$ cat src/rtl/if_id_queue.sv
// Fetch-to-decode instruction queue: circular FIFO of {pc, pc+4, instr} with flush on redirect.
// Optional performance counters are compiled in with IF_ID_QUEUE_PERF_EN.
module if_id_queue #(
  parameter int DEPTH = 4,
  parameter int XLEN  = 32
) (
  input  logic                       clk,
  input  logic                       rst,
  input  logic                       flush,
  input  logic                       in_valid,
  output logic                       in_ready,
  input  logic [XLEN-1:0]            in_pc,
  input  logic [XLEN-1:0]            in_pc_plus4,
  input  logic [XLEN-1:0]            in_instr,
  output logic                       out_valid,
  input  logic                       out_ready,
  output logic [XLEN-1:0]            out_pc,
  output logic [XLEN-1:0]            out_pc_plus4,
  output logic [XLEN-1:0]            out_instr,
  output logic [$clog2(DEPTH):0]     count
`ifdef IF_ID_QUEUE_PERF_EN
  ,
  output logic [31:0]                perf_stall_cnt,
  output logic [31:0]                perf_flush_cnt
`endif
);

  localparam int AW = $clog2(DEPTH);
  localparam int CW = AW + 1;
  localparam logic [XLEN-1:0] NOP = XLEN'(32'h0000_0013);

  typedef struct packed {
    logic [XLEN-1:0] pc;
    logic [XLEN-1:0] pc4;
    logic [XLEN-1:0] instr;
  } entry_t;

  entry_t          mem_q [DEPTH];
  logic [AW-1:0]   wr_q, wr_d, rd_q, rd_d;
  logic [CW-1:0]   cnt_q, cnt_d;
  logic            push, pop;

  assign in_ready  = (cnt_q != CW'(DEPTH));
  assign out_valid = (cnt_q != '0);
  assign push      = in_valid & in_ready & ~flush;
  assign pop       = out_valid & out_ready & ~flush;

  always_comb begin
    wr_d  = wr_q;
    rd_d  = rd_q;
    cnt_d = cnt_q;
    if (flush) begin
      wr_d  = '0;
      rd_d  = '0;
      cnt_d = '0;
    end else begin
      if (push) wr_d = wr_q + AW'(1);
      if (pop)  rd_d = rd_q + AW'(1);
      case ({push, pop})
        2'b10:   cnt_d = cnt_q + CW'(1);
        2'b01:   cnt_d = cnt_q - CW'(1);
        default: cnt_d = cnt_q;
      endcase
    end
  end

  always_ff @(posedge clk) begin
    if (rst) begin
      wr_q  <= '0;
      rd_q  <= '0;
      cnt_q <= '0;
    end else begin
      wr_q  <= wr_d;
      rd_q  <= rd_d;
      cnt_q <= cnt_d;
    end
  end

  // Storage needs no reset; occupancy alone decides what is visible.
  always_ff @(posedge clk) begin
    if (push && !rst) mem_q[wr_q] <= '{pc: in_pc, pc4: in_pc_plus4, instr: in_instr};
  end

  assign out_pc       = out_valid ? mem_q[rd_q].pc    : '0;
  assign out_pc_plus4 = out_valid ? mem_q[rd_q].pc4   : '0;
  assign out_instr    = out_valid ? mem_q[rd_q].instr : NOP;
  assign count        = cnt_q;

`ifdef IF_ID_QUEUE_PERF_EN
  logic [31:0] stall_q, flush_cnt_q;
  logic [32:0] flush_sum;

  assign flush_sum = {1'b0, flush_cnt_q} + 33'(cnt_q);

  always_ff @(posedge clk) begin
    if (rst) begin
      stall_q     <= '0;
      flush_cnt_q <= '0;
    end else begin
      if (in_valid && !in_ready && !flush && stall_q != 32'hFFFF_FFFF)
        stall_q <= stall_q + 32'd1;
      if (flush)
        flush_cnt_q <= flush_sum[32] ? 32'hFFFF_FFFF : flush_sum[31:0];
    end
  end

  assign perf_stall_cnt = stall_q;
  assign perf_flush_cnt = flush_cnt_q;
`endif

endmodule

$ cat config.mk
export PLATFORM = sky130hd
export DESIGN_NAME = if_id_queue
export DESIGN_NICKNAME = d
export VERILOG_FILES = /design/src/rtl/if_id_queue.sv
export SDC_FILE = /design/constraint.sdc
export NUM_CORES = 1
export LEC_CHECK = 0
export CAP_MARGIN = 20
export CORE_AREA = 2 2 177 179
export DETAILED_ROUTE_END_ITERATION = 10
export DIE_AREA = 0 0 179 181
export PLACE_DENSITY = 0.78
export SYNTH_ARGS = -nofsm -noshare
export SYNTH_HDL_FRONTEND = slang
export SYNTH_SLANG_ARGS = --single-unit
$ cat constraint.sdc
create_clock -name clk -period 14.3 [get_ports clk]
set_clock_uncertainty 0.1 [all_clocks]
set_input_delay 2.86 -clock clk [delete_from_list [all_inputs] [get_ports clk]]
set_output_delay 2.86 -clock clk [all_outputs]
set_load 0.05 [all_outputs]
==> metrics.md <==
| Metric | Value |
|---|---|
| Slew Limit Headroom | `0.350` |
| Sequential share of power | `0.548` |
| CTS resizes | `0` |
| Initial Util | `0.493` |
| Cells after synthesis | `around 660` |
| CTS tree | `yes` |
| Crit Path Category | `flop to output pin` |
| Fin crit share | `0.455` |
| Warnings from Yosys | `0` |
| Max IR drop VDD | `0.104 mV` |
| Buf+Inv Stages, Crit Path | `2` |
| Internal | `1.87 mW` |
| Die height | `181 um` |
| Hold depth | `2` |
| Max clock buf depth | `3` |
| Area Overhead vs Synth | `24.1%` |
| Max_cap viols | `0` |
| Post-route DRC violation count | `0` |
| Critical-path top delay cell | `buf_4` |
| Setup TNS | `0 ps` |
| Via Count | `7102` |
| Number of global-route vias before repair | `7649` |
| Top-level I/O count | `approximately 200` |
| Initial antenna violation count | `1` |
| Status | `complete, no violations` |
| Mean Syn Cell Area | `22.6 um2` |
| CTS Hold Bufs | `0` |
| Switching power total | `0.463 mW` |
| Yosys cell types | `25` |
| Total grt overflow | `0` |
| Met2 GRT Util | `0.289` |
| P per Cell Area | `125 mW/mm2` |
| Worst-Margin Slew | `roughly 980 ps` |
| Total wire length | `28600 um` |
| Worst Setup Slack, final | `7790 ps` |
| CP delay by family, top | `buffers and inverters` |
| R2R Setup Slk | `11660 ps` |
| Via/cell ratio | `between 5 and 6` |
| Setup Viol. Count Final | `0` |
| CP Launch Type | `flop` |
| Root buffer cell | `clkbuf_16` |
| Final ANT Viol Nets | `0` |
| Part of the power in combinational logic | `0.052` |
| Reg2reg end | `count[2]$_SDFFE_PP0P_` |
| GRT Overall Usage | `0.181` |
| First-pass GRT wire length | `43900 um` |
| Post-synth EDFFs | `384` |
| Final min period | `roughly 6500 ps` |
| DP Worst Slack | `8210 ps` |
| Switching share of total power | `0.199` |
| Clk sinks | `393` |
| Number of port buffers | `201` |
| Clk slew on worst S/H paths | `~60 ps` |
| Worst Hold Class | `flop to flop` |
| Peak per-stage delay on the critical path | `820 ps` |
| Crit end category | `output pin` |
| GRT Max-Usage Layer | `met2` |
| Mapped Nets | `between 700 and 800` |
| Post-Syn Area | `between 0.01 and 0.015 mm2` |
| WP data required | `11340 ps` |
| RSZ-0062 raised after global routing | `false` |
| Initial drt markers | `556` |
| HPWL Detailed | `16800 um` |
| Synth Flop Type | `edfxtp_1` |
| Register area share after synthesis | `0.782` |
| Seq cells post-synth | `393` |
| Die Area | `0.0324 mm2` |
| DR pass1 iterations | `5` |
| Crit-path cells | `buf_4 > mux4_2 > or2_1 > clkdlybuf4s50_1` |
| Power share of the clock group | `0.400` |
| # rows | `64` |
| Met3 Use GR | `0.0425` |
| Post-CTS Setup Inserts | `0` |
| Routed len/inst | `21.8 um` |
| Final slew viol count | `0` |
| TritonCTS buffer count | `39` |
| Min-Delay Startpoint | `rd_q[1]$_SDFFE_PP0P_` |
| Core Area | `0.0303 mm2` |
| Final total power | `between 2 and 2.5 mW` |
| Htree depth | `2` |
| Leakage | `~5.8 nW` |
| Max Fanout on Critical Path | `58` |
| Reg2reg path depth | `8` |
| Hold Fails Final Rpt | `0` |
| Origin of the critical flop-to-flop path | `count[2]$_SDFFE_PP0P_` |
| GPL Wtd Cong | `0.692` |
| Die Wd | `179 um` |
| Clk Latency, worst-skew pair | `around 520 ps` |
| Largest net degree at the start of global routing | `63` |
| Max frequency | `154 MHz` |
| Worst EP arrival | `approximately 3600 ps` |
| Async set or reset register ratio after synthesis | `0` |
| Met1 Resource Use GR | `0.253` |
| Final #Nets | `~990` |
| Share of layout cells above drive strength 1 | `0.185` |
kinds of logic (layout without fill, tap and decap cells):
kind of cell             after synthesis  count (layout)  share of synthesized area
adder cells (fa/ha/maj)                6               6                    0.00552
AO/OA/AOI/OAI                          6               6                    0.00217
other                                  0               1                          0
flip-flops                           393             393                      0.782
XOR/XNOR                               3               3                    0.00176
AND/OR/NAND/NOR                      118             118                     0.0484
multiplexers                          98              98                      0.146
buffers and inverters                 39             290                     0.0143
layout by cell type (no fill, tap or decap), types with 2 or more instances in the layout:
master / instances
a21oi_1: 3
and2_1: 93
buf_4: 12
clkbuf_1: 7
clkbuf_16: 41
clkdlybuf4s50_1: 201
clkinv_1: 14
clkinv_2: 7
dfxtp_1: 7
dfxtp_4: 2
edfxtp_1: 384
ha_1: 5
inv_1: 5
mux2i_1: 2
mux4_2: 96
nand2_1: 5
nor2_1: 7
nor3b_2: 4
o21ai_0: 2
or2_1: 3
or3_1: 2
xor2_1: 3
flip-flops by register name, summed over array words and instances (netlist names), named ones only:
register / cells
wr_q: 2
mem_q: 384
count: 3
rd_q: 2
through the flow:
stage,cells,area (um2),utilization,hold slack [ps]
floorplan,663,15000,-,359
global placement,1239,17400,0.574,369
detailed placement,1239,17400,0.574,372
CTS,1310,18600,0.612,381
global route,1311,18600,0.612,435
finish,1311,18600,0.612,382
Yosys cell counts (2+ instances only):
master | number | share of area
and2_1 | 93 | 0.039
mux2i_1 | 2 | 0.0013
inv_1 | 6 | 0.0015
xor2_1 | 3 | 0.0018
buf_6 | 5 | 0.0038
or3_1 | 2 | 0.00084
mux4_2 | 96 | 0.14
o21ai_0 | 2 | 0.00067
or2_1 | 3 | 0.0013
nand2_1 | 5 | 0.0013
nor3b_1 | 4 | 0.0020
edfxtp_1 | 384 | 0.77
clkbuf_1 | 16 | 0.0040
ha_1 | 5 | 0.0042
buf_2 | 11 | 0.0037
nor2_1 | 7 | 0.0018
dfxtp_1 | 9 | 0.012
a21oi_1 | 3 | 0.0010
worst reg2reg max path: stages (launching register included):
cell	delay, ps
dfxtp_1	420
or3b_2	540
nand3b_2	240
ha_1	240
inv_1	60
fa_1	370
xor2_1	160
or3_1	310
a21oi_1	140
layer usage:
metal | share of wire | wire [um]
met3 | 0.073 | 2090
met2 | 0.49 | 13900
met4 | 0.023 | 663
met5 | 0 | 0
met1 | 0.42 | 12000
layout make-up:
class	count	area, um2
diodes	1	2.50
multi-input cells	231	3070
well taps	396	495
clock buffers	48	1050
flip-flops and latches	393	11700
inverters	6	22.5
clock inverters	23	125
fillers	2109	11800
repair buffers	213	2100
power by group through the flow:
stage	registers, mW	clock network, mW	logic (mW)
after floorplan	1.30	0	0.0580
after global placement	1.30	0	0.120
after detailed placement	1.30	0	0.122
after CTS	1.28	0.957	0.123
after global routing	1.28	1.00	0.129
final	1.28	0.932	0.121
worst max-delay path by stage:
stage / startpoint / to / slack, ps / cells after the start
after CTS: flop / out_instr[4] / 7640 / 4
after global placement: flop / out_instr[4] / 8220 / 4
final: flop / out_instr[4] / 7790 / 4
after global routing: flop / out_instr[4] / 7540 / 4
after floorplan: flush / mem_q[0][0]$_DFFE_PP_ / 3320 / 2
after detailed placement: flop / out_instr[4] / 8210 / 4
(Power assumes the default switching activity.)
